**config.mk**
```make
export PLATFORM = sky130hd
export DESIGN_NAME = uart_rx
export DESIGN_NICKNAME = d
export VERILOG_FILES = /design/src/rtl/uart_pkg.sv /design/src/rtl/uart_sync2.sv /design/src/rtl/uart_rx.sv
export SDC_FILE = /design/constraint.sdc
export NUM_CORES = 1
export LEC_CHECK = 0
export ABC_AREA = 1
export CAP_MARGIN = 10
export CORE_MARGIN = 3
export CORE_UTILIZATION = 56
export CTS_CLUSTER_DIAMETER = 60
export DETAILED_ROUTE_END_ITERATION = 8
export PLACE_DENSITY = 0.85
export SYNTH_ARGS = -nofsm -noshare
export SYNTH_HDL_FRONTEND = slang
export SYNTH_SLANG_ARGS = --single-unit
export TNS_END_PERCENT = 30
```
**constraint.sdc**
```tcl
create_clock -name clk_i -period 1.8 [get_ports clk_i]
set_input_delay 0.45 -clock clk_i [delete_from_list [all_inputs] [get_ports clk_i]]
set_output_delay 0.45 -clock clk_i [all_outputs]
set_load 0.01 [all_outputs]
```
**src/rtl/uart_pkg.sv**
```systemverilog
// +--------------------------------------------------------------------------+
// | uart_pkg: shared UART timing constants, receiver state type, helpers.     |
// | Rev 1.0                                                                   |
// +--------------------------------------------------------------------------+
`default_nettype none

package uart_pkg;

   localparam int CLK_HZ       = 100_000_000;
   localparam int BIT_RATE     = 9600;
   localparam int CLKS_PER_BIT = CLK_HZ / BIT_RATE;
   localparam int HALF_BIT     = CLKS_PER_BIT / 2;

   typedef enum logic [2:0] {
      IDLE  = 3'd0,
      START = 3'd1,
      DATA  = 3'd2,
      STOP  = 3'd3,
      BRK   = 3'd4
   } rx_state_e;

   function automatic logic maj3(input logic a, input logic b, input logic c);
      return (a & b) | (a & c) | (b & c);
   endfunction

endpackage

`default_nettype wire

```
**src/rtl/uart_sync2.sv**
```systemverilog
// +--------------------------------------------------------------------------+
// | uart_sync2: two-flop synchronizer for an asynchronous level input.        |
// | Rev 1.0                                                                   |
// +--------------------------------------------------------------------------+
`default_nettype none

module uart_sync2 #(
   parameter logic RESET_VAL = 1'b1
) (
   input  logic clk_i,
   input  logic nreset_i,
   input  logic d_i,
   output logic q_o
);

   logic meta_q, meta_d;
   logic sync_q, sync_d;

   always_comb begin
      meta_d = d_i;
      sync_d = meta_q;
   end

   always_ff @(posedge clk_i) begin
      if (!nreset_i) begin
         meta_q <= RESET_VAL;
         sync_q <= RESET_VAL;
      end else begin
         meta_q <= meta_d;
         sync_q <= sync_d;
      end
   end

   assign q_o = sync_q;

endmodule

`default_nettype wire

```
**src/rtl/uart_rx.sv**
```systemverilog
// +--------------------------------------------------------------------------+
// | uart_rx: 8N1 UART receiver with valid/ready output and error pulses.      |
// | Optional 2-of-3 majority sampling: UART_RX_MAJORITY_EN.   Rev 1.0         |
// +--------------------------------------------------------------------------+
`default_nettype none

module uart_rx
   import uart_pkg::*;
#(
   parameter int CLK_HZ   = uart_pkg::CLK_HZ,
   parameter int BIT_RATE = uart_pkg::BIT_RATE
) (
   input  logic       clk_i,
   input  logic       nreset_i,
   input  logic       rx_i,
   output logic [7:0] rx_data_o,
   output logic       valid,
   input  logic       ready,
   output logic       frame_err_o,
   output logic       overrun_o
);

   localparam int CLKS_PER_BIT = CLK_HZ / BIT_RATE;
   localparam int HALF_BIT     = CLKS_PER_BIT / 2;
   localparam int CNT_W        = $clog2(CLKS_PER_BIT) + 1;

   // Majority voting centres its window on the nominal instant, so the
   // start decision lands one clock later; later bits keep the CLKS_PER_BIT pitch.
`ifdef UART_RX_MAJORITY_EN
   localparam int START_TGT = HALF_BIT;
`else
   localparam int START_TGT = HALF_BIT - 1;
`endif
   localparam int DATA_TGT = CLKS_PER_BIT - 1;

   logic             rx_s;
   logic             bit_val;
   logic             bit_tick;
   logic             byte_done;

   rx_state_e        state_q, state_d;
   logic [CNT_W-1:0] cnt_q, cnt_d;
   logic [2:0]       bit_cnt_q, bit_cnt_d;
   logic [7:0]       shift_q, shift_d;
   logic [7:0]       data_q, data_d;
   logic             valid_q, valid_d;
   logic             frame_err_q, frame_err_d;
   logic             overrun_q, overrun_d;

   uart_sync2 #(
      .RESET_VAL (1'b1)
   ) u_sync (
      .clk_i    (clk_i),
      .nreset_i (nreset_i),
      .d_i      (rx_i),
      .q_o      (rx_s)
   );

`ifdef UART_RX_MAJORITY_EN
   logic [1:0] hist_q, hist_d;

   always_comb begin
      hist_d  = {hist_q[0], rx_s};
      bit_val = maj3(rx_s, hist_q[0], hist_q[1]);
   end

   always_ff @(posedge clk_i) begin
      if (!nreset_i) begin
         hist_q <= 2'b11;
      end else begin
         hist_q <= hist_d;
      end
   end
`else
   assign bit_val = rx_s;
`endif

   always_comb begin
      state_d     = state_q;
      bit_cnt_d   = bit_cnt_q;
      shift_d     = shift_q;
      data_d      = data_q;
      valid_d     = valid_q;
      frame_err_d = 1'b0;
      overrun_d   = 1'b0;
      bit_tick    = 1'b0;
      byte_done   = 1'b0;

      case (state_q)
         IDLE: begin
            if (!rx_s) begin
               state_d = START;
            end
         end
         START: begin
            if (cnt_q == CNT_W'(START_TGT)) begin
               state_d = bit_val ? IDLE : DATA;
            end
         end
         DATA: begin
            if (cnt_q == CNT_W'(DATA_TGT)) begin
               bit_tick           = 1'b1;
               shift_d[bit_cnt_q] = bit_val;
               if (bit_cnt_q == 3'd7) begin
                  bit_cnt_d = 3'd0;
                  state_d   = STOP;
               end else begin
                  bit_cnt_d = bit_cnt_q + 3'd1;
               end
            end
         end
         STOP: begin
            if (cnt_q == CNT_W'(DATA_TGT)) begin
               if (bit_val) begin
                  byte_done = 1'b1;
                  state_d   = IDLE;
               end else begin
                  frame_err_d = 1'b1;
                  state_d     = BRK;
               end
            end
         end
         BRK: begin
            if (rx_s) begin
               state_d = IDLE;
            end
         end
         default: state_d = IDLE;
      endcase

      if (state_q == IDLE || state_d != state_q || bit_tick) begin
         cnt_d = '0;
      end else begin
         cnt_d = cnt_q + CNT_W'(1);
      end

      // A fresh byte displaces the held one only if it is being consumed now.
      if (byte_done) begin
         if (!valid_q || ready) begin
            data_d  = shift_q;
            valid_d = 1'b1;
         end else begin
            overrun_d = 1'b1;
         end
      end else if (valid_q && ready) begin
         valid_d = 1'b0;
      end
   end

   always_ff @(posedge clk_i) begin
      if (!nreset_i) begin
         state_q     <= IDLE;
         cnt_q       <= '0;
         bit_cnt_q   <= 3'd0;
         shift_q     <= 8'h00;
         data_q      <= 8'h00;
         valid_q     <= 1'b0;
         frame_err_q <= 1'b0;
         overrun_q   <= 1'b0;
      end else begin
         state_q     <= state_d;
         cnt_q       <= cnt_d;
         bit_cnt_q   <= bit_cnt_d;
         shift_q     <= shift_d;
         data_q      <= data_d;
         valid_q     <= valid_d;
         frame_err_q <= frame_err_d;
         overrun_q   <= overrun_d;
      end
   end

   assign rx_data_o   = data_q;
   assign valid       = valid_q;
   assign frame_err_o = frame_err_q;
   assign overrun_o   = overrun_q;

endmodule

`default_nettype wire

```
# == After elaboration in Yosys (flattened, before gate mapping) ==
# Index checks and enable logic that the tools add are counted.
# classes
n_addsub,2
order_cmp,2
eq_ne,9
muxes,23
bitwise,1
n_reduce_logical,14
# op_table
cell,n
3-bit two-way mux,8
"15-bit by 1-bit adder with 15-bit output, second input constant",1
"15-bit by 13-bit == test with 1-bit output, second input constant",1
"15-bit by 14-bit == test with 1-bit output, second input constant",1
3-bit case mux with 5 select lines,1
1-bit two-way mux,11
8-bit bitwise mux,1
2-bit AND reduction,4
"3-bit by 2-bit == test with 1-bit output, second input constant",2
"3-bit == test, second input constant",2
"3-bit by 4-bit less-than comparator with 1-bit output, second input constant",1
"3-bit by 1-bit adder with 3-bit output, second input constant",1
1-bit demux with 3-bit select,1
"3-bit by 1-bit == test with 1-bit output, second input constant",1
"3-bit by 1-bit greater-or-equal comparator with 1-bit output, second input constant",1
3-bit zero test,1
1-bit logical OR,3
3-bit inequality test,1
3-bit AND reduction,1
1-bit logical AND,2
2-bit two-way mux,1
"2-bit by 1-bit inequality test with 1-bit output, second input constant",1
2-bit nonzero test,1
2-bit OR reduction,1
2 further kinds,2
# totals
regBits,42
inputBits,4
out_inout_bits,11
wordCells,61

# == Logic depth before layout (Yosys ltp) ==
# logic_depth
word_depth,8
depth_mapped,11
mapped_depth_nobuf,10

# == Hierarchy ==
# Synthesis repeated with hierarchy kept, for this count alone.
# hier_totals
cells_unflattened,273
area_unflattened_um2,1979.4
# modules_own_cells
mod,n_inst,cells_per_inst,area_each_um2,seq_area_each_um2
uart_rx,1,267,1924.3,800.8
uart_sync2,1,6,55.1,40.0

# == Least setup slack after synthesis ==
# OpenSTA, ideal clock, no wires.
# synth_timing
path_type,flip-flop to flip-flop
start,register cnt_q[0]
end,register cnt_q[5]
setup_ns,0.119
arrival_time_ns,1.518
required_ns,1.681
slack_ns,0.163
stages_incl_launch_ff,8
path_buffers,1
period_less_slack_ns,1.637
cell_sequence,dfxtp_1 > ha_1 > nand3_2 > nor2_1 > nand4_1 > a31oi_4 > buf_6 > nor3_1
# synth_between
elab_chain_cells,7
elab_cells_between_ends,13
cone_classes,add/sub: 1; eq/ne: 3; mux: 6; reduce/logical: 3
# synth_rtl
item,line_no,text
from (decl),uart_rx.sv:42,"logic [CNT_W-1:0] cnt_q, cnt_d;"
from (signal assigned),uart_rx.sv:162,cnt_q <= cnt_d;
15-bit by 14-bit == test with 1-bit output / 15-bit by 13-bit == test with 1-bit output (equally long branches),"uart_rx.sv:101, uart_rx.sv:113, uart_rx.sv:96",
3-bit two-way mux (on tied branches),"uart_rx.sv:113, uart_rx.sv:96, uart_rx.sv:101",
3-bit case mux with 5 select lines,uart_rx.sv:89,case (state_q)
3-bit inequality test,uart_rx.sv:131,if (state_q == IDLE || state_d != state_q || bit_tick) begin
1-bit logical OR (2 in series),uart_rx.sv:131,
2-bit OR reduction (no source line),-,
# Parallel ways exist; a longest one is shown, timed or not.
# A chain may end at the register's enable or synchronous reset.

# == Worst setup path after layout ==
# layout_timing
start,register cnt_q[1]
end,register data_q[3] (netlist: rx_data_o[3])
# layout_between
elab_chain_cells,4
# layout_rtl
item,line_no,text
15-bit by 14-bit == test with 1-bit output,uart_rx.sv:113,if (cnt_q == CNT_W'(DATA_TGT)) begin
1-bit two-way mux,uart_rx.sv:113,
1-bit two-way mux,uart_rx.sv:89,
2-bit AND reduction (no source line),-,
to (signal assigned),uart_rx.sv:165,data_q <= data_d;
to (decl),uart_rx.sv:45,"logic [7:0] data_q, data_d;"
# No other way between the ends.

==> results by group <==
Run status
  • Status: finished clean

Hold path
  • Type of the most critical hold path: flip-flop to flip-flop
  • Hold path endpoint: u_sync.q_o$_SDFF_PN1_
  • Hold Path Depth: 1
  • Hold Crit Start: u_sync.meta_q$_SDFF_PN1_

Die
  • CORE AREA: roughly 3400 um^2
  • Total I/O pin count: 15
  • Area of the die: 4440 um^2
  • Die Width: 66.6 um
  • Initial Utilization: 0.598
  • # rows: 21
  • Die height: ~67 um

Power and ir drop
  • Total chip power: 0.00161 W
  • Pwr Density: 659 nW/um^2
  • Leak Pwr: 0.916 nW
  • Peak supply drop: around 0.57 mV

Critical path
  • Kind of critical path: flip-flop to flip-flop
  • R2R Path Start: cnt_q[1]$_SDFF_PP0_
  • Critical Path AT: roughly 1900 ps
  • Worst reg2reg path depth: 9
  • Reg2reg setup slack: 120 ps
  • CP Capture Type: flip-flop
  • Worst-path fanout max: 11
  • R2R Path End: rx_data_o[3]$_SDFFE_PN0P_
  • Worst Setup Start Kind: flip-flop
  • CP required: ~2000 ps

Clocking
  • Clock buffer depth: 2
  • TritonCTS Buffers: 5
  • Clock slew at reported path FFs: 80 ps
  • Clock tree sinks: between 40 and 50
  • H-tree levels: 2
  • Clock Tree Root: clkbuf_8
  • Cts hold-fix bufs: 0
  • Post-CTS Setup Bufs: 0
  • TritonCTS clock tree: done
  • Worst-Skew Late Latency: about 300 ps
  • Resized cells post-CTS: 0

Drt
  • Wire per inst: between 10 and 15 um
  • TritonRoute pass-1 iters: 4
  • Post-route DRC: 0
  • Routed Antenna Nets: 0
  • Routed wire length: 4.29 mm
  • Routed via count: ~1.9k
  • Initial DRC count: about 160
  • Vias per cell: 5.20

GRT
  • Global-route wire length before repair: 7.21 mm
  • Largest net degree at the start of global routing: 16
  • GR Overflow Total: 0
  • Antenna violations before repair: 0
  • Tot GR Track Use: 0.210
  • Vias in the first global route: 1670

Yosys
  • Mean post-synth cell area: 7.17 um^2
  • Number of distinct library cells after synthesis: 27
  • Synth Instances: 287
  • Number of synthesized flops with an enable pin: 0
  • Post-synthesis register bit count: 42
  • Seq/Total Area, Yosys: 0.409
  • Post-synthesis net count: 294
  • Synth warn: 0
  • Primary FF master, synth: dfxtp_1
  • Asr flop ratio synth: 0
  • Synthesized area: 2060 um^2

Timing
  • Worst slew pin tran: 396 ps
  • Final period utilization: 0.933
  • Max Freq: roughly 0.6 GHz
  • Worst Slack Setup Final: 120 ps
  • Final min period: 1680 ps
  • Slew Viols, Final: 0
  • Setup violations, final: 0
  • Final hold slack: approximately 450 ps
  • Clk_skew: 8.71 ps
  • Relative slew slack: 0.734
  • Final Hold Viols: 0

Placement
  • Dpl cells: 349
  • PortBufs: 14
  • Post-Place Setup Slack: -25.6 ps
  • Dpl hpwl: 3.00 mm
  • Placer congestion estimate: 0.945

Finish
  • N_diodes: 0
  • Layout Cells excl Fill: 357
  • Nets: around 320
  • Core Util, Final: 0.709
  • Layout cell share with drive strength beyond 1: 0.135
  • Layout area overhead: 18.5%

Run
  • Max_cap viols: 0
==> how the worst max path moves through the flow <==
stage / startpoint / to / slack (ps) / cells past startpoint
after detailed placement: nreset_i / cnt_q[9]$_SDFF_PP0_ / -30 / 7
after floorplan: cnt_q[0]$_SDFF_PP0_ / cnt_q[5]$_SDFF_PP0_ / 160 / 7
after global routing: cnt_q[1]$_SDFF_PP0_ / rx_data_o[3]$_SDFFE_PN0P_ / -3 / 9
after global placement: nreset_i / cnt_q[14]$_SDFF_PP0_ / 20 / 7
after CTS: cnt_q[1]$_SDFF_PP0_ / rx_data_o[3]$_SDFFE_PN0P_ / 30 / 9
final: cnt_q[1]$_SDFF_PP0_ / rx_data_o[3]$_SDFFE_PN0P_ / 120 / 9
==> sequential cells by signal (all words and copies together), names as in the netlist <==
signal and cells:
bit_cnt_q 3, u_sync.meta_q 1, state_q 3, overrun_o 1
valid 1, frame_err_o 1, shift_q 8, u_sync.q_o 1
cnt_q 15, rx_data_o 8
==> metrics by stage <==
| step | area, um^2 | TNS, ps |
|---|---|---|
| 2_1_floorplan | 2060 | 0 |
| 3_3_place_gp | 2290 | 0 |
| 3_5_place_dp | 2290 | -89.0 |
| 4_1_cts | 2380 | 0 |
| 5_1_grt | 2440 | -3.15 |
| 6_report | 2440 | 0 |
==> cell families (layout without fill, tap and decap cells) <==
family | Yosys count | count (layout) | synth area share
flops | 42 | 42 | 0.409
compound gates | 28 | 28 | 0.0809
fa+ha+maj | 3 | 3 | 0.0182
simple gates | 158 | 158 | 0.350
xor+xnor | 11 | 11 | 0.0468
buf+inv | 45 | 69 | 0.0954
==> synth_stat cells (all sizes together) (3+ instances only) <==
master  number  area [um^2]
dfxtp       42          841
inv         37          139
nand2       43          174
nand4        6         37.5
a21oi       11         55.1
buf          6         48.8
nor3        48          245
nand3       10         55.1
ha           3         37.5
o21ai       13         65.1
xor2         9         78.8
nor2        49          196
==> critical path, cell delays in order (launching register included) <==
cell and delay (ps):
dfxtp_1 400, ha_4 170, nand3_4 110, nor2_4 160, nand2_2 80, nor2_2 150, nand2_4 120, nor2_4 210
o21ai_0 120, nor2_1 100
==> where the power goes <==
part | leakage, nW | switching (W) | internal (W)
sequential | 0.339 | 0.00000359 | 0.000932
clock | 0.0441 | 0.000331 | 0.000272
combinational | 0.533 | 0.0000378 | 0.0000309
==> cell usage in the layout, fill, tap and decap left out, types with 6 or more instances in the layout <==
cell type	netlist	layout
inv_1	35	35
xor2_1	9	9
nand4_1	6	6
a21oi_1	11	11
clkdlybuf4s50_1	0	14
buf_4	0	9
nor3_1	47	46
o21ai_0	13	13
dfxtp_1	42	41
nor2_1	46	41
nand3_1	9	8
nand2_1	38	38
==> cell type report <==
| class | count | area [um^2] |
|---|---|---|
| fillers | 252 | 1000 |
| inverters | 37 | 139 |
| clock inverters | 3 | 21.3 |
| repair buffers | 24 | 228 |
| flip-flops and latches | 42 | 842 |
| multi-input cells | 200 | 1080 |
| clock buffers | 5 | 68.8 |
| well taps | 46 | 57.6 |
==> layer usage <==
layer	part of all wire	routed length [um]	track usage
met2	0.46	1990	0.333
met5	0	0	0
met1	0.48	2060	0.273
met3	0.042	181	0.0523
met4	0.014	60	0.0812
Power figures use the tool's default switching activity.
==> variant (same settings) <==
The 5 states of `rx_state_e` get a one-hot encoding in 5 bits.
--- a/src/rtl/uart_pkg.sv
+++ b/src/rtl/uart_pkg.sv
@@ -11,12 +11,12 @@
    localparam int CLKS_PER_BIT = CLK_HZ / BIT_RATE;
    localparam int HALF_BIT     = CLKS_PER_BIT / 2;
 
-   typedef enum logic [2:0] {
-      IDLE  = 3'd0,
-      START = 3'd1,
-      DATA  = 3'd2,
-      STOP  = 3'd3,
-      BRK   = 3'd4
+   typedef enum logic [4:0] {
+      IDLE  = 5'b00001,
+      START = 5'b00010,
+      DATA  = 5'b00100,
+      STOP  = 5'b01000,
+      BRK   = 5'b10000
    } rx_state_e;
 
    function automatic logic maj3(input logic a, input logic b, input logic c);
Behaviour: same outputs for any inputs over 10 cycles, from zero or initial values and one cycle with nreset_i low; not proved beyond that.
==> variant against the original RTL <==
  * Synthesized area increased by 10%
  * First-iteration DRC count down 22%
  * Wire length increased by 1.1%
  * Power is 1.2% higher
  * Synthesized cell count increased by 9.1%
  * Sequential cell count grew 2
  * Final area is 4.3% higher
  * Worst setup slack improved by 0.057 ns
==> variant: results (changes against the original RTL) <==
[run_status]
status=complete, no violations  ; unchanged

[synth]
synthTopCellsByArea=dfxtp_1 39%, nand2_1 9.6%, nor2_1 8.6%  ; was dfxtp_1 41%, nor3_1 11%, nor2_1 8.4%
synth_compound_area_share_pct=4.19  ; was 8.09%
synth_common_cells=58 x nand2_1, 52 x nor2_1, 44 x dfxtp_1, 37 x inv_1, 25 x nand3_1  ; was 47 x nor3_1, 46 x nor2_1, 42 x dfxtp_1, 38 x nand2_1, 35 x inv_1
ys_types=28  ; was 27
yosysSeqAreaShare_pct=38.8  ; was 40.9%
synthesis.nets=320  ; was 294
synth-xor-area-share_pct=5.02  ; was 4.68%

[layout]
drive_gt1_share_pct=12.9  ; was 13.5%

[placed_design]
place_area_sq_um=2440  ; was 2290 sq um
dp_slack_ns=0.122  ; was -0.0256 ns
dp_hpwl_mm=3.23  ; was 3.00 mm
gp_congestion=0.858  ; was 0.945

[global_route]
grt_first_pass_wirelength_mm=7.89  ; was 7.21 mm

[setup_path]
cpLargestDelayFamily=buffers and inverters  ; was simple AND/OR/NAND/NOR gates
cpMaxStageDelayCell=clkdlybuf4s50_1  ; was dfxtp_1
crit_arrival_ns=1.17  ; was 1.92 ns

[route]
met3WireLength_um=203  ; was 181 um
detail_route.first_pass.iterations=5  ; was 4
wl_met1_mm=1.97  ; was 2.06 mm
drt-initial-drc-count=127  ; was 162

[timing]
period_share_pct=90.2  ; was 93.3%
slew_headroom_pct=75.4  ; was 73.4%

[power_and_ir_drop]
clkPwrFrac_pct=37.2  ; was 37.5%
p_leak_nw=1.02  ; was 0.916 nW

[variant: changes by cell type after synthesis, moves of 5 or more]
cell     delta
nand3_1    +16
nor2_1      +6
o21ai_0    -11
nor3_1     -41
a21oi_1     +6
nand2_1    +20
nand2_2     -5
nand4_1    +12
nor2_2     +10
[variant: logic make-up (layout without fill, tap and decap cells)]
kind of cell / count (synthesis) / after routing
and+or+nand+nor: 184 / 184
buffers and inverters: 50 / 71
DFF: 44 / 44
AOI/OAI and AO/OA: 19 / 19
xor gates and xnor gates: 13 / 13
adders and majority gates: 3 / 3
[variant: power groups by stage]
| stage | clock network [mW] | registers [mW] | logic (mW) |
|---|---|---|---|
| global placement | 0 | 1.00 | 0.0418 |
| global route | 0.656 | 0.980 | 0.0484 |
| floorplan | 0 | 1.00 | 0.0252 |
| finish | 0.605 | 0.979 | 0.0432 |
| detailed placement | 0 | 1.00 | 0.0427 |
| CTS | 0.619 | 0.979 | 0.0429 |
[variant: cell type report]
class | instances | area, sq um
sequential | 44 | 881
clock buffer | 5 | 68.8
clock inverter | 3 | 18.8
fill | 301 | 1230
multi-input combinational | 219 | 1170
timing repair buffer | 20 | 185
inverter | 43 | 161
tap | 48 | 60.1
[variant: path summary, 6_finish.rpt]
path                                    start      endpoint
worst max register to register       cnt_q[0]      cnt_q[4]
worst min-delay path            u_sync.meta_q    u_sync.q_o
worst min register to register  u_sync.meta_q    u_sync.q_o
worst max-delay path             rx_data_o[0]  rx_data_o[0]
[variant: what timing repair did]
item / CTS / global route
gates resized for setup: 0 / 2
endpoints found under the hold margin: 0 / 0
endpoints found under the setup margin: 0 / 15
